<file path="src/rtl/hfosc_wake_seq_pkg.sv">
// Shared definitions for the HF oscillator wake sequencer: state encoding,
// wake counter width and the dwell-counter width helper.
package hfosc_pkg;

  typedef enum logic [2:0] {
    ST_OFF     = 3'd0,
    ST_PWRUP   = 3'd1,
    ST_ENWAIT  = 3'd2,
    ST_ON      = 3'd3,
    ST_DISABLE = 3'd4,
    ST_PWRDN   = 3'd5
  } hfosc_state_e;

  localparam int WAKE_COUNT_W = 16;

  // Width needed to hold (largest dwell - 1); never less than one bit.
  function automatic int dwell_cnt_w(input int a, input int b, input int c);
    int m;
    m = a;
    if (b > m) m = b;
    if (c > m) m = c;
    return (m <= 1) ? 1 : $clog2(m);
  endfunction

endpackage

</file>
<file path="src/rtl/hfosc_wake_seq_sync_ff.sv">
// Multi-flop level synchronizer for a single asynchronous control bit.
// Resets to 0 so a request is never seen as active straight out of reset.
module sync_ff #(
  parameter int STAGES = 2
) (
  input  logic clk,
  input  logic rst,
  input  logic d_i,
  output logic q_o
);

  logic [STAGES-1:0] sync_q;

  // Shift the async level through the synchronizer chain.
  always_ff @(posedge clk) begin
    if (rst) begin
      sync_q <= '0;
    end else begin
      sync_q <= {sync_q[STAGES-2:0], d_i};
    end
  end

  assign q_o = sync_q[STAGES-1];

endmodule

</file>
<file path="src/rtl/hfosc_wake_seq.sv">
// HF oscillator wake sequencer. Runs on the always-on slow clock, follows
// the PMU clock request and drives the oscillator power-up / enable pins in
// order, then raises clk_ready once the fast clock has had time to settle.
// Every output is a flop loaded from the next-state decode, so the
// oscillator pins cannot glitch.
module hfosc_wake_seq
  import hfosc_pkg::*;
#(
  parameter int SETTLE_CYCLES   = 2,
  parameter int ENABLE_CYCLES   = 1,
  parameter int OFF_HOLD_CYCLES = 2,
  parameter int SYNC_STAGES     = 2
) (
  input  logic                    slow_clk,
  input  logic                    rst,
  input  logic                    hf_req,
  output logic                    clkhf_powerup,
  output logic                    clkhf_enable,
  output logic                    clk_ready,
  output logic                    seq_busy,
  output logic [2:0]              seq_state,
  output logic [WAKE_COUNT_W-1:0] wake_count
);

  localparam int CNT_W = dwell_cnt_w(SETTLE_CYCLES, ENABLE_CYCLES, OFF_HOLD_CYCLES);
  localparam logic [CNT_W-1:0] SETTLE_LD = CNT_W'(SETTLE_CYCLES - 1);
  localparam logic [CNT_W-1:0] ENABLE_LD = CNT_W'(ENABLE_CYCLES - 1);
  localparam logic [CNT_W-1:0] OFFH_LD   = CNT_W'(OFF_HOLD_CYCLES - 1);

  // Saturating increment for the wake counter: holds at all-ones.
  function automatic logic [WAKE_COUNT_W-1:0] sat_inc(input logic [WAKE_COUNT_W-1:0] v);
    return (v == '1) ? v : v + WAKE_COUNT_W'(1);
  endfunction

  logic                    req_s;
  hfosc_state_e            state_q, state_d;
  logic [CNT_W-1:0]        cnt_q, cnt_d;
  logic [WAKE_COUNT_W-1:0] wake_q, wake_d;
  logic                    pu_q, pu_d;
  logic                    en_q, en_d;
  logic                    rdy_q, rdy_d;
  logic                    busy_q, busy_d;

  sync_ff #(
    .STAGES(SYNC_STAGES)
  ) u_req_sync (
    .clk (slow_clk),
    .rst (rst),
    .d_i (hf_req),
    .q_o (req_s)
  );

  // Next-state, dwell counter and registered-output decode.
  always_comb begin
    state_d = state_q;
    cnt_d   = cnt_q;
    wake_d  = wake_q;

    case (state_q)
      ST_OFF: begin
        if (req_s) begin
          state_d = ST_PWRUP;
          cnt_d   = SETTLE_LD;
        end
      end
      ST_PWRUP: begin
        if (!req_s) begin
          state_d = ST_PWRDN;
          cnt_d   = OFFH_LD;
        end else if (cnt_q == '0) begin
          state_d = ST_ENWAIT;
          cnt_d   = ENABLE_LD;
        end else begin
          cnt_d = cnt_q - CNT_W'(1);
        end
      end
      ST_ENWAIT: begin
        if (!req_s) begin
          state_d = ST_DISABLE;
          cnt_d   = '0;
        end else if (cnt_q == '0) begin
          state_d = ST_ON;
          cnt_d   = '0;
          wake_d  = sat_inc(wake_q);
        end else begin
          cnt_d = cnt_q - CNT_W'(1);
        end
      end
      ST_ON: begin
        if (!req_s) begin
          state_d = ST_DISABLE;
          cnt_d   = '0;
        end
      end
      ST_DISABLE: begin
        // Enable has already dropped; hold power for this one cycle.
        state_d = ST_PWRDN;
        cnt_d   = OFFH_LD;
      end
      ST_PWRDN: begin
        if (cnt_q == '0) begin
          state_d = ST_OFF;
          cnt_d   = '0;
        end else begin
          cnt_d = cnt_q - CNT_W'(1);
        end
      end
      default: begin
        state_d = ST_OFF;
        cnt_d   = '0;
      end
    endcase

    pu_d   = 1'b0;
    en_d   = 1'b0;
    rdy_d  = 1'b0;
    busy_d = 1'b0;
    case (state_d)
      ST_PWRUP: begin
        pu_d   = 1'b1;
        busy_d = 1'b1;
      end
      ST_ENWAIT: begin
        pu_d   = 1'b1;
        en_d   = 1'b1;
        busy_d = 1'b1;
      end
      ST_ON: begin
        pu_d  = 1'b1;
        en_d  = 1'b1;
        rdy_d = 1'b1;
      end
      ST_DISABLE: begin
        pu_d   = 1'b1;
        busy_d = 1'b1;
      end
      ST_PWRDN: begin
        busy_d = 1'b1;
      end
      default: begin
        pu_d = 1'b0;
      end
    endcase
  end

  // State, counters and output flops; reset drops everything at once.
  always_ff @(posedge slow_clk) begin
    if (rst) begin
      state_q <= ST_OFF;
      cnt_q   <= '0;
      wake_q  <= '0;
      pu_q    <= 1'b0;
      en_q    <= 1'b0;
      rdy_q   <= 1'b0;
      busy_q  <= 1'b0;
    end else begin
      state_q <= state_d;
      cnt_q   <= cnt_d;
      wake_q  <= wake_d;
      pu_q    <= pu_d;
      en_q    <= en_d;
      rdy_q   <= rdy_d;
      busy_q  <= busy_d;
    end
  end

  assign clkhf_powerup = pu_q;
  assign clkhf_enable  = en_q;
  assign clk_ready     = rdy_q;
  assign seq_busy      = busy_q;
  assign seq_state     = state_q;
  assign wake_count    = wake_q;

endmodule

</file>
<file path="config.mk">
export PLATFORM = sky130hd
export DESIGN_NAME = hfosc_wake_seq
export DESIGN_NICKNAME = d
export VERILOG_FILES = /design/src/rtl/hfosc_wake_seq_pkg.sv /design/src/rtl/hfosc_wake_seq_sync_ff.sv /design/src/rtl/hfosc_wake_seq.sv
export SDC_FILE = /design/constraint.sdc
export NUM_CORES = 1
export LEC_CHECK = 0
export ABC_AREA = 1
export CORE_MARGIN = 2
export CORE_UTILIZATION = 56
export DETAILED_ROUTE_END_ITERATION = 7
export PLACE_DENSITY_LB_ADDON = 0.2
export SYNTH_ARGS = -nofsm -noshare
export SYNTH_HDL_FRONTEND = slang
export SYNTH_SLANG_ARGS = --single-unit
</file>
<file path="constraint.sdc">
create_clock -name slow_clk -period 2.2 [get_ports slow_clk]
set_input_delay 0.44 -clock slow_clk [delete_from_list [all_inputs] [get_ports slow_clk]]
set_output_delay 0.44 -clock slow_clk [all_outputs]
set_load 0.05 [all_outputs]
</file>
# ---- Word-level counts from Yosys, hierarchy flattened
# Index checks and enable logic that the tools add are counted.
# W data, S select, Z words.
dict set report totals {
  register_bits 26
  in_bits 3
}
dict set report op_classes {
  addsub 2
  n_eq_ne 13
  n_mux 18
  bitwise 2
  n_reduce_logical 6
}
# op n
set ops {}
lappend ops {{$mux W3} 7}
lappend ops {{$pmux W3 S6} 1}
lappend ops {{$add A16 B1 Y16 const B} 1}
lappend ops {{$eq A16 B16 Y1 const B} 1}
lappend ops {{$eq A3 B2 Y1 const B} 4}
lappend ops {{$eq A3 B3 Y1 const B} 4}
lappend ops {{$mux W1} 9}
lappend ops {{$reduce_or A4 Y1} 2}
lappend ops {{$eq A3 B1 Y1 const B} 2}
lappend ops {{$pmux W1 S6} 1}
lappend ops {{$reduce_and A4 Y1} 1}
lappend ops {{$logic_not A3 Y1} 1}
lappend ops {{$ne A2 B1 Y1 const B} 1}
lappend ops {{$ne A2 B2 Y1 const B} 1}
lappend ops {{$not A1 Y1} 2}
lappend ops {{$reduce_and A2 Y1} 1}
lappend ops {{$reduce_or A2 Y1} 1}
lappend ops {{$sub A1 B1 Y1 const B} 1}

# ---- Depth between registers and ports, before layout
# Gate-level depths: netlist of the first run.
dict set report logic_depth {
  depth_word 6
  ltp_mapped 9
}

# ---- Hierarchy
# Synthesis of the first run repeated with hierarchy kept, for this count alone.
dict set report unflattened {
  cells_unflattened 218
  hier_area_um2 1426.4
}
# module n_inst cells_each area_per_inst_um2
set modules_own_cells {}
lappend modules_own_cells {hfosc_wake_seq 1 212 1371.3}
lappend modules_own_cells {sync_ff 1 6 55.1}

# ---- Least setup slack after synthesis of the first run
# No wires, ideal clock.
dict set report synth_path {
  path_kind {reg-to-reg}
  start {reg wake_q[1], in the netlist wake_count[1]}
  end {reg wake_q[13], in the netlist wake_count[13]}
  setup_time_ps 68
  arrival_time_ps 1760
  required_ps 2132
  slack_ps 371
  path_stages_with_launch 9
  n_path_buf 1
  path_cell_list {dfxtp_1 -> ha_1 -> nand2_2 -> nor2_4 -> nand4_4 -> nand2_4 -> buf_8 -> nand2_2 -> a21oi_2}
}
dict set report synth_via {
  elab_chain_cells 3
}
# element line_no
set synth_lines {}
lappend synth_lines {{start: declaration} hfosc_wake_seq.sv:38} ;# logic [WAKE_COUNT_W-1:0] wake_q, wake_d;
lappend synth_lines {{start signal: assignment} hfosc_wake_seq.sv:159} ;# wake_q <= wake_d;
lappend synth_lines {{parallel branches: the longest is 3 deep, another holds $add A16 B1 Y16} n/a}
# Parallel ways; which one is timed is not known.
# A chain may end at the register's enable or synchronous reset.

# ---- Worst setup path in the final report of the first run
dict set report layout_path {
  start {reg state_q[0], in the netlist seq_state[0]}
  end {out seq_state[0]}
}
# element line_no
set layout_lines {}
lappend layout_lines {{start: declaration} hfosc_wake_seq.sv:36} ;# hfosc_state_e state_q, state_d;
lappend layout_lines {{start signal: assignment} hfosc_wake_seq.sv:157} ;# state_q <= state_d;
lappend layout_lines {{end: declaration} hfosc_wake_seq.sv:21} ;# output logic [2:0] seq_state,
# No word-level cell between the ends.

==> results of run 1 <==
==> cell families (layout without fill, tap and decap cells) <==
logic type,count (synthesis),in the layout,synth area share [%]
simple gates,134,134,41.4
buf+inv,37,65,10.5
compound gates,29,29,11.0
flops,26,26,34.5
xor+xnor,3,3,1.74
fa+ha+maj,1,1,0.830
==> tightest hold or removal path, stage by stage, from the launching register on <==
cell and delay, ns:
sky130_fd_sc_hd__dfxtp_1 0.33, sky130_fd_sc_hd__inv_1 0.04, sky130_fd_sc_hd__nor2_1 0.03
==> metal layers <==
layer	vias to the layer above	global-route usage [%]	share of wire [%]
met2	56	34.5	45
li1	792	-	-
met3	8	3.49	6.1
met1	668	30.9	48
met4	0	8.16	1.6
met5	-	0	0
==> area by class of cell <==
class / count / area [um^2]
clock buffer: 3 / 22.5
clock inverter: 1 / 30.0
fill: 218 / 682
inverter: 32 / 120
multi-input combinational: 167 / 830
sequential: 26 / 520
tap: 30 / 37.5
timing repair buffer: 29 / 280
==> Yosys cell counts (3+ instances only) <==
| cell type | n | area [um^2] |
|---|---|---|
| sky130_fd_sc_hd__nand2_1 | 58 | 218 |
| sky130_fd_sc_hd__nor2_1 | 33 | 124 |
| sky130_fd_sc_hd__inv_1 | 32 | 120 |
| sky130_fd_sc_hd__dfxtp_1 | 26 | 521 |
| sky130_fd_sc_hd__nand3_1 | 22 | 110 |
| sky130_fd_sc_hd__a21oi_1 | 12 | 60.1 |
| sky130_fd_sc_hd__o21ai_0 | 9 | 45.0 |
| sky130_fd_sc_hd__nand4_1 | 8 | 50.1 |
| sky130_fd_sc_hd__nand2_2 | 4 | 25.0 |
| sky130_fd_sc_hd__a21oi_2 | 3 | 26.3 |
| sky130_fd_sc_hd__a31oi_1 | 3 | 18.8 |
| sky130_fd_sc_hd__nor2_4 | 3 | 33.8 |
| sky130_fd_sc_hd__xor2_1 | 3 | 26.3 |
==> worst paths after layout <==
kind | endpoint | depth (start not counted) | start | slack (ns)
worst max-delay path | seq_state[0] | 1 | seq_state[0]$_SDFF_PP0_ | 0.05
worst min-delay path | u_req_sync.sync_q[1]$_SDFF_PP0_ | 2 | u_req_sync.sync_q[0]$_SDFF_PP0_ | 0.41
worst max register to register | wake_count[1]$_SDFFE_PP0P_ | 8 | wake_count[1]$_SDFFE_PP0P_ | 0.52
worst min register to register | u_req_sync.sync_q[1]$_SDFF_PP0_ | 2 | u_req_sync.sync_q[0]$_SDFF_PP0_ | 0.41
==> power by group through the flow <==
stage / registers (mW) / logic, mW / clock network (mW)
after detailed placement: 0.515 / 0.141 / 0
after CTS: 0.504 / 0.141 / 0.341
after floorplan: 0.547 / 0.0637 / 0
final: 0.505 / 0.143 / 0.337
after global routing: 0.507 / 0.155 / 0.357
after global placement: 0.513 / 0.138 / 0
==> registers in the layout, summed over array words and instances (netlist names) <==
name               cells
cnt_q                  1
u_req_sync.sync_q      2
seq_busy               1
seq_state              3
clk_ready              1
wake_count            16
clkhf_powerup          1
clkhf_enable           1
==> results, run 1 <==
- The run finished with clean final reports.
- The slowest stage of the critical path is the sky130_fd_sc_hd__clkdlybuf4s50_1 cell.
- The buffer count from post-CTS setup fixing is 0.
- The final max-slew violation count was 0.
- For this block, the initial DRC count from the detailed router was 85.
- The critical path goes through clkdlybuf4s50_1.
- The global-route total usage across every layer is roughly 22%.
- The worst-case clock skew is roughly 0.0094 ns.
- Leaving out filler cells and counting taps, the final layout contains about 290.
- The worst setup path is captured at an output port.
- The share of the yosys chip area belonging to registers is between 30% and 40%.
- The total congestion overflow after global routing is 0.
- Averaged over all synthesized cells, the footprint is between 6 and 7 um^2.
- The placeable core region is roughly 0.0025 mm^2.
- The largest net degree at the start of global routing is 16.
- The post-synthesis cell area is around 0.0015 mm^2.
- The die area is around 0.0031 mm^2.
- Headroom to the max-slew limit came out at 64.8%.
- The final worst hold slack is 0.415 ns.
- The max-capacitance violation count is 0.
- At the end of the flow the core is filled with cells to between 70 and 80%.
- In the layout the commonest cells are sky130_fd_sc_hd__nand2_1 (58), sky130_fd_sc_hd__nor2_1 (33), sky130_fd_sc_hd__inv_1 (32).
- In this run the number of H-tree levels came out at 1.
- The clock root buffer master is sky130_fd_sc_hd__clkbuf_4.
- The count of final setup violators is 0.
- The leading register cell type out of synthesis is sky130_fd_sc_hd__dfxtp_1.
- Power spread over the standard cell area amounts to 535 mW/mm^2.
- After detailed placement, the total cell area comes to roughly 0.0018 mm^2.
- The transition time at the pin with the least slew margin is roughly 0.53 ns.
- The clock sink count is 26.
- In this run, synthesis produced a sequential element count of 26.
- The final setup slack of the worst path is 0.0515 ns.
- The post-detailed-route count of antenna-violating nets is 0.
- The initial antenna violation count is 0.
- TritonCTS built the clock tree.
- Buffers placed on the I/O ports in this run total 25.
- The pre-CTS worst setup slack is 0.439 ns.
- The half-perimeter wire length of the detailed placement result is roughly 2.5 mm.
- The share of flip-flops with an asynchronous set or reset is 0%.
- The number of nets in the synthesized netlist is 234.
- The clock reaches the later pin of the worst-skew pair after ~0.33 ns.
- Combinational logic is responsible for roughly 14% of the overall power.
- The clock passes through at most 2 buffers.
- After detailed routing, the number of remaining DRC violations is 0.
- The number of placed instances, taps included, is between 200 and 300.
- Pin placement for this block handled 26 I/O pins.
- The number of synthesis warnings is 0.
- STA classifies the critical path startpoint as a flop.
- The starting density of the core is 59.8%.
- The layout-stage area growth over the synthesis result is 22.1%.
- The sum of routed wire length over all layers is 3.37 mm.
- The via count of the first global-routing pass was around 1,300.
- The highest clock frequency the design can meet is ~470 MHz.
- The internal power contribution is about 0.72 mW.
- At the end of routability-driven placement, the weighted congestion stood at roughly 0.88.
- STA puts the critical path data arrival time at roughly 1.7 ns.
- Setup repair after global routing left no endpoint under its margin.
- The total negative slack for setup checks is 0 ns.
- After layout, the worst path uses between 90% and 100% of the clock period.
- The number of buffers inserted for hold repair after clock tree synthesis is 0.
- The start-to-end type of the worst setup path is reg2out.
- The share of post-route cells with drive strength above 1 is under 10%.
- Registers are responsible for 51.3% of the overall power.
- The cell family contributing the most delay on the critical path is buffers and inverters.
- The clock share of power is about a third.
- The final hold violation count came to 0.
- The tightest min-delay check is of the reg2reg type.
- The repair_antennas step left the layout with diodes totalling 0.
- Clock-pin slew was measured on the worst setup and hold paths at about 0.16 ns.
- Synthesis produced 230 cells.
- The maximum vdd ir drop is just under 0.4 mV.
- Using the TritonRoute via totals, the vias-per-cell ratio works out to 5.29.
- The number of gates resized after CTS was 0.
- The horizontal die dimension is around 56 um.
- The wire length per cell is 11.7 um.
- Together, buffers and inverters on the worst path number 1.
- The largest single stage delay on the critical path is around 0.9 ns.
- Of the total power, the share spent switching nets is 27.1%.
- The number of enable-type register cells in the synthesized netlist is 0.
- Overall power consumption after layout is estimated at just under 1 mW.
- The most frequent standard cell in the layout excluding fill and tap cells is sky130_fd_sc_hd__nand2_1.
- STA puts the critical path data required time at 1.76 ns.
- The number of CTS-inserted buffers is 3.
- The global-route wire length before repair is about 5.7 mm.
- Along the worst path, the maximum fanout reaches 8.
- The final critical-path required period is about 2.1 ns.
- The analysis attributes to cell leakage a power of roughly 0.71 nW.
- The switching power summed over all nets is about 0.27 mW.
- The post-route cell area is 0.00184 mm^2.
- From bottom edge to top edge, the die measures approximately 56 um.
- For this run, the detailed router's first-pass iteration total came to 4.
- Across all layers, the routed design uses between 1,500 and 2,000 vias.
- The initialized floorplan defines 18 standard-cell rows.
- At the end of the flow, the number of nets in the layout was ~260.
- Synthesis instantiated 24 different standard cells from the library.
Note: power is estimated with default switching activity, not from simulation.
==> inputs of run 2 (changes only) <==
--- a/config.mk
+++ b/config.mk
@@ -7,9 +7,10 @@
 export LEC_CHECK = 0
 export ABC_AREA = 1
 export CORE_MARGIN = 2
-export CORE_UTILIZATION = 56
+export CORE_UTILIZATION = 25
 export DETAILED_ROUTE_END_ITERATION = 7
 export PLACE_DENSITY_LB_ADDON = 0.2
+export SETUP_SLACK_MARGIN = 0.15
 export SYNTH_ARGS = -nofsm -noshare
 export SYNTH_HDL_FRONTEND = slang
 export SYNTH_SLANG_ARGS = --single-unit
==> constraint.sdc (replaced) <==
create_clock -name slow_clk -period 2.2 [get_ports slow_clk]
set_input_delay 0.22 -clock slow_clk [delete_from_list [all_inputs] [get_ports slow_clk]]
set_output_delay 0.22 -clock slow_clk [all_outputs]
set_load 0.05 [all_outputs]
==> run 2 against run 1 <==
Effect of this change:
- first-iteration DRC count rose by 5.9%
- maximum frequency rose by 17%
- critical path depth did not move
- routed wire length rose by 9.9%
- die area rose by 110%
- critical path type unchanged
- largest cell class unchanged
- largest power group unchanged
- highest routed layer unchanged
==> results, run 2 (synthesis gave the netlist of run 1 again) <==
- The library cells used most frequently in the layout, excluding fill and tap cells, are sky130_fd_sc_hd__nand2_1 (58), sky130_fd_sc_hd__nor2_1 (33), sky130_fd_sc_hd__inv_1 (32).
- After the first detailed-routing iteration, the DRC count stood at 90.
- The count of TritonRoute iterations in the first routing pass is 4.
- Summed over all layers, the routed wires come to 3.70 mm.
- The via count of the first global-routing pass is about 1,500.
- The floorplan step defined a die boundary enclosing around 0.0067 mm^2.
- The port buffer count is 25.
- The total congestion overflow after global routing is 0.
- The initial antenna violation count is 0.
- STA classifies the critical path endpoint as an output port.
- The number of CTS-inserted buffers is 3.
- Of the cells placed in the final design, the portion with a size suffix greater than 1 is between 7 and 8%.
- The number of rows created at floorplan is 28.
- The start-to-end type of the worst setup path is reg2out.
- The clock tree from TritonCTS is done.
- The clock transition at the registers of the reported paths is approximately 0.090 ns.
- In this design, the stage delay of the slowest critical-path cell is 0.86 ns.
- Data on the critical path is required at its endpoint by 1.98 ns.
- In this run the static leakage power is approximately 0.7 nW.
- The post-cts resize count is 0.
- The biggest fanout along the worst timing path is 8.
- The clock sink count is 26.
- In this run the standard cell core region covers 0.00589 mm^2.
- The buffer and inverter count on the worst path is 1.
- After detailed routing, the average wire length per cell comes to between 10 and 15 um.
- For the pin with the worst max-slew slack, the measured transition is ~0.54 ns.
- The path class of the tightest hold or removal check is reg2reg.
- The cell family contributing the most delay on the critical path is buffers and inverters.
- Clock latency on the worst-skew pair, taken at its later pin, is roughly 0.27 ns.
- The flow ran to the end, and the final reports show no timing, DRC or antenna violations.
- The global-route total usage across every layer is approximately an eighth.
- Compared with the post-synthesis result, the final layout area differs by 25.0%.
- The highest clock frequency the design can meet is around 550 MHz.
- At the end of routability-driven placement, the weighted congestion stood at about 0.84.
- On the critical path, the stage with the largest delay is an instance of sky130_fd_sc_hd__clkdlybuf4s50_1.
- Setup repair after global routing left no endpoint under its margin.
- The signal on the critical path passes through clkdlybuf4s50_1.
- The die is ~80 um tall.
- Across the run, the number of max-cap violations was 0.
- The initial utilization of the core area, before any placement, comes to between 20% and 30%.
- The final hold violation count is 0.
- The power per cell area is 512 mW/mm^2.
- The clock root buffer master is sky130_fd_sc_hd__clkbuf_8.
- The count of final setup violators is 0.
- In the finished design, the share of the clock period the worst path needs comes to 83.3%.
- The via total after detailed routing is around 1,500.
- The critical path starts at seq_state[0]$_SDFF_PP0_.
- Entering global routing, the biggest net connects 15 pins.
- The headroom to the max-slew limit is about 64%.
- The most frequent standard cell in the layout excluding fill and tap cells is sky130_fd_sc_hd__nand2_1.
- After routing, the total negative slack on setup checks comes to 0 ns.
- The critical path startpoint category is a flop.
- Counting I/O delays and the setup requirement, the final critical path takes ~1.8 ns.
- After detailed routing, the number of vias per cell comes to 4.47.
- The buffer count from post-CTS setup fixing is 0.
- The half-perimeter wire length of the detailed placement result is roughly 2.8 mm.
- Total power for the finished layout comes to approximately 0.96 mW.
- The final layout net count is about 260.
- The startpoint of the tightest hold check path is u_req_sync.sync_q[0]$_SDFF_PP0_.
- Measured along the x axis, the die boundary spans between 80 and 90 um.
- The register with the most flip-flops in the layout has 16 of them.
- The maximum vdd ir drop is 0.332 mV.
- The number of buffers inserted for hold repair after clock tree synthesis is 0.
- The data arrival time of the critical path is 1.61 ns.
- Once detail routing completed, the nets flagged for antenna violations numbered 0.
- The clock passes through at most 2 buffers.
- In this run the number of H-tree levels came out at 1.
- The first global-routing pass estimated between 6 and 7 mm of wire.
- After detailed routing, the number of remaining DRC violations is 0.
- The number of filler instances in the final layout is around 680.
- 0 antenna diodes ended up in the layout.
- The reg-to-reg startpoint is wake_count[0]$_SDFFE_PP0P_.
- Across the routed clock network, the largest skew measured is 0.00586 ns.
- The final max-slew violation count is 0.
- Pin placement for this block handled 26 I/O pins.
-- run 2: cell count changes in the layout (fill, tap and decap cells not counted) --
cell / change
sky130_fd_sc_hd__bufinv_16: -1
sky130_fd_sc_hd__clkbuf_8: +4
sky130_fd_sc_hd__buf_4: -2
sky130_fd_sc_hd__clkbuf_4: -3
-- run 2: per-layer routing --
metal | wire length (um) | GRT usage, % | vias to the layer above
met5 | 0 | 0 | -
met3 | 126 | 3.19 | 4
met2 | 1710 | 20.3 | 28
met1 | 1830 | 15.5 | 655
li1 | - | - | 791
met4 | 33 | 2.67 | 0
-- run 2: layout make-up --
type | count | area, um^2 | share of cell area [%]
inverter | 32 | 120 | 6.37
tap | 75 | 93.8 | 4.98
sequential | 26 | 520 | 27.6
timing repair buffer | 27 | 265 | 14.1
clock buffer | 4 | 55.1 | 2.92
multi-input combinational | 167 | 830 | 44.0
-- run 2: through the flow --
step | cell area (um^2) | util (%) | hold WS, ns | cells | setup WS [ns]
floorplan | 1510 | - | 0.327 | 230 | 0.371
global placement | 1830 | 31.1 | 0.399 | 327 | 0.480
detailed placement | 1830 | 31.1 | 0.404 | 327 | 0.453
CTS | 1880 | 32.0 | 0.418 | 331 | 0.358
global route | 1880 | 32.0 | 0.446 | 331 | 0.235
finish | 1880 | 32.0 | 0.412 | 331 | 0.367
-- run 2: path summary, 6_finish.rpt --
path                                                   endpoint  slack [ns]  depth (start not counted)
worst min-delay path            u_req_sync.sync_q[1]$_SDFF_PP0_        0.41                          2
worst max register to register       wake_count[0]$_SDFFE_PP0P_        0.45                          8
worst min register to register  u_req_sync.sync_q[1]$_SDFF_PP0_        0.41                          2
worst max-delay path                               seq_state[0]        0.37                          1
-- run 2: report_power, final --
group          internal [mW]  switching [mW]  leakage (nW)
logic                 0.0449          0.0944         0.458
clock network          0.160           0.160        0.0288
registers              0.486          0.0188         0.211
==> patch 1, RTL diff (config.mk and constraints of run 2) <==
Set the parameter `SETTLE_CYCLES` to 1 (it was 2).
--- a/src/rtl/hfosc_wake_seq.sv
+++ b/src/rtl/hfosc_wake_seq.sv
@@ -6,7 +6,7 @@
 module hfosc_wake_seq
   import hfosc_pkg::*;
 #(
-  parameter int SETTLE_CYCLES   = 2,
+  parameter int SETTLE_CYCLES   = 1,
   parameter int ENABLE_CYCLES   = 1,
   parameter int OFF_HOLD_CYCLES = 2,
   parameter int SYNC_STAGES     = 2
Behaviour: not the same (Yosys sat finds a counterexample within 10 cycles, from zero or initial values and one cycle with rst high).
==> patch 1 against run 2 <==
  * Setup slack gained 0.034 ns
  * Synthesized cell count down 7.0%
  * Sequential cell count did not move
  * Cell area decreased by 5.6%
  * Power fell by 4.3%
  * Area after synthesis is 5.8% lower
  * Core utilization increased by 0.30 points
  * Via count decreased by 6.8%
  * Wire length decreased by 7.8%
  * Maximum frequency increased by 1.9%
  * Largest cell class unchanged
==> patch 1: results (changes against run 2) <==
grt_start_max_net_pins: 23  # +8
crit_fanout: 7  # -1
worst_pin_slew_ns: 0.504  # -0.0342 ns
synth_compound_area_share_pct: 11.0  # -0.024 points
viasPerCell: 4.43  # -0.77%
crit_arrival_ns: 1.58  # -0.03 ns
drive_gt1_share_pct: 7.11  # -0.70 points
synth_nets: 218  # -6.8%
p_sw_w: 0.000268  # -2.1%
place_congestion: 0.756  # -10%
drt_iter0_drc: 68  # -24%
grt_usage_pct: 11.3  # -0.76 points
min_period_ns: 1.80  # -0.0341 ns
max-vdd-ir-drop_mv: 0.228  # -31%
antennaDiodeCount: 0  # unchanged
grt_pass1_vias: 1181  # -19%
numPlacedInstances: 308  # -5.8%
worstSetupEndpoint: "wake_count[0]"
outcome: "completed"
hpwl_um: 2400  # -13%
synth_xor_area_share_pct: 3.70  # +2.0 points
grt_pass1_wl_um: 5600  # -13%
post_dp_cell_area_um2: 1740  # -5.0%
fin_skew_ns: 0.00833  # +0.00247 ns
combPwrFrac_pct: 15.0  # +0.6 points
hold_ws_ns: 0.404  # -0.00820 ns
avgSynthCellArea_um2: 6.64  # +1.2%
synth_common_cells: "nand2_1, nor2_1, dfxtp_1, a21oi_1, inv_1"
synth_fa_ha_area_share_pct: 0.881  # +0.051 points
p_seq_w: 0.000509  # +0.8%
synth_area_leaders: "dfxtp_1, nand2_1, nor2_1"
post-place-ws_ns: 0.487  # +0.0342 ns
async_reset_ff_share_pct: 0  # unchanged
worstReg2RegEnd: "wake_count[8]$_SDFFE_PP0P_"
wl_um: 3410  # -7.8%
ys_seq_area_share_pct: 36.7  # +2.1 points
wire_per_inst_um: 11.0  # -1.9%
fin_nets: 245  # -6.1%
fin_total_pwr_w: 0.000924  # -4.3%
drtPass1Iterations: 5  # +1
synth.distinct_cells: 25  # +4.2%
cp_slowest_stage_delay_ns: 0.85
power_leakage_nw: 0.655  # -6.1%
r2r_cells: 7  # -1
-- patch 1: cell count changes after synthesis, sizes merged, moves of 2 or more --
| cell | before | now |
|---|---|---|
| xnor2 | 0 | 3 |
| nand3 | 23 | 15 |
| nand2 | 63 | 68 |
| a31oi | 3 | 1 |
| inv | 32 | 24 |
| a21oi | 15 | 19 |
| nand4 | 9 | 5 |
| o21ai | 9 | 7 |
| nor2 | 37 | 35 |
-- patch 1: per-layer routing --
metal,up-vias,routed length [µm],GRT usage [%]
met5,-,0,0
met4,0,41,4.66
met3,2,98,2.04
met1,621,1900,16.1
li1,733,-,-
met2,22,1370,16.7
-- patch 1: area by class of cell --
| type | instances | area, µm² |
|---|---|---|
| Fill cell | 601 | 3730 |
| Multi-Input combinational cell | 160 | 779 |
| Sequential cell | 26 | 520 |
| Timing Repair Buffer | 26 | 258 |
| Inverter | 24 | 90.1 |
| Tap cell | 72 | 90.1 |
| Clock buffer | 3 | 41.3 |
==> patch 2, RTL diff (settings of run 2) <==
Without the edit above. Put one more register stage on the output `wake_count`, cleared by the reset. The value now appears one clock later. The other outputs are not delayed to match.
--- a/src/rtl/hfosc_wake_seq.sv
+++ b/src/rtl/hfosc_wake_seq.sv
@@ -169,7 +169,13 @@
   assign clk_ready     = rdy_q;
   assign seq_busy      = busy_q;
   assign seq_state     = state_q;
-  assign wake_count    = wake_q;
+  always_ff @(posedge slow_clk) begin
+    if (rst) begin
+      wake_count <= '0;
+    end else begin
+      wake_count <= wake_q;
+    end
+  end
 
 endmodule
 
Behaviour: not the same (Yosys sat finds a counterexample within 10 cycles, from zero or initial values and one cycle with rst high).
==> patch 2 against run 2 <==
  * Power rose by 56%
  * Area after synthesis increased by 22%
  * Setup slack lost 0.020 ns
  * Hold slack lost 0.0015 ns
  * Wire length up 8.3%
  * Cell area increased by 23%
  * Via count up 6.6%
  * Die area is 21% higher
  * Highest routed layer unchanged
  * Synthesized cell count rose by 9.6%
  * Critical path depth did not move
  * Register-to-register slack improved by 0.03 ns
  * Sequential cell count grew 16
==> patch 2: results (changes against run 2) <==
grt.met2_usage_pct: 17.4  # -2.9 points
dr_wl_met2_um: 1840  # +7.4%
ys.flop_type: "dfxtp_1"
num-fill-cells: 788  # +16%
grt_start_max_net_pins: 32  # +17
drive_gt1_share_pct: 11.7  # +3.9 points
max-vdd-ir-drop_mv: 0.276  # -17%
cts_setup_buffers: 0  # unchanged
ys.warnings.count: 0  # unchanged
met1_length_um: 1940  # +5.9%
power_leakage_nw: 0.828  # +19%
drt_iter0_drc: 74  # -18%
r2r_cells: 7  # -1
cts_buffers: 5  # +2
grt_pass1_wl_um: 6860  # +6.7%
relSlewSlack_pct: 66.1  # +2.1 points
min_path_type: "reg2reg"
synth.distinct_cells: 25  # +4.2%
p_sw_share_pct: 24.5  # -3.9 points
met3_usage_pct: 2.77  # -0.42 points
hpwl_um: 2810  # +1.8%
r2r_slack_ns: 0.48  # +0.03 ns
async_reset_ff_share_pct: 0  # unchanged
synth_nets: 256  # +9.4%
io_buffer_count: 25  # unchanged
power.internal_w: 0.00114  # +64%
synth_common_cells: "nand2_1, nor2_1, dfxtp_1, inv_1, a21oi_1"
antenna_found_initial: 0  # unchanged
ys_seq_area_share_pct: 45.7  # +11 points
clkLatencyLatePin_ns: 0.29  # +0.02 ns
cts_resized: 0  # unchanged
wl_met3_um: 174  # +38%
outcome: "completed"
clockRootBuffer: "clkbuf_8"
grt_use_met1_pct: 12.8  # -2.6 points
cp_top_family: "buffers and inverters"
h-tree-depth: 2  # +1
wl_um: 4010  # +8.3%
place_congestion: 0.863  # +2.5%
grt_pass1_vias: 1513  # +3.3%
drtPass1Iterations: 5  # +1
crit_arrival_ns: 1.63  # +0.02 ns
synth_area_leaders: "dfxtp_1, nand2_1, nor2_1"
cp_slowest_stage_delay_ns: 0.86  # about the same
ctsLongestPathBuffers: 2  # unchanged
crit_fanout: 8  # unchanged
grt_usage_pct: 10.5  # -1.6 points
fin_nets: 284  # +8.8%
fin_skew_ns: 0.00588  # +0.0000194 ns
comb_power_w: 0.000131  # -6%
viasPerCell: 4.14  # -7.2%
topRoutingLayerUsed: "met4"
crit_slowest_cell: "clkdlybuf4s50_1"
seqPwrFrac_pct: 52.8  # +0.4 points
antennaDiodeCount: 0  # unchanged
-- patch 2: cell count changes in the layout (fill, tap and decap cells not counted), sizes merged, moves of 3 or more --
cell	run 2	this run
nand4	9	5
dfxtp	26	42
nor2	37	50
nand3	23	7
nand2	63	70
a21oi	15	21
clkbuf	4	8
xor2	3	7
inv	32	29
nor3	0	3
-- patch 2: path summary, 6_finish.rpt --
| kind | start | end |
|---|---|---|
| worst max register to register | wake_q[0]$_SDFFE_PP0P_ | wake_q[2]$_SDFFE_PP0P_ |
| worst max-delay path | seq_state[2]$_SDFF_PP0_ | seq_state[2] |
| worst min-delay path | u_req_sync.sync_q[0]$_SDFF_PP0_ | u_req_sync.sync_q[1]$_SDFF_PP0_ |
| worst min register to register | u_req_sync.sync_q[0]$_SDFF_PP0_ | u_req_sync.sync_q[1]$_SDFF_PP0_ |
-- patch 2: layout make-up --
type	count	share of cell area [%]
multi-input combinational	175	36.9
sequential	42	36.3
timing repair buffer	27	12.0
tap	99	5.35
clock buffer	8	4.75
inverter	29	4.70
-- patch 2: through the flow --
step	worst slack, ns	std cells	area [µm²]	hold WS, ns
3_5_place_dp	0.476	372	2210	0.402
4_1_cts	0.334	380	2320	0.416
2_1_floorplan	0.579	252	1840	0.327
6_report	0.348	380	2320	0.410
3_3_place_gp	0.534	372	2210	0.395
5_1_grt	0.259	380	2320	0.439
-- patch 2: cell families (layout without fill, tap and decap cells) --
group | after synthesis | count (layout) | synth area share (%)
buffers and inverters | 35 | 64 | 7.76
adders and majority gates | 1 | 1 | 0.680
and+or+nand+nor | 135 | 135 | 31.1
DFF | 42 | 42 | 45.7
AOI/OAI and AO/OA | 32 | 32 | 11.4
xor gates and xnor gates | 7 | 7 | 3.33
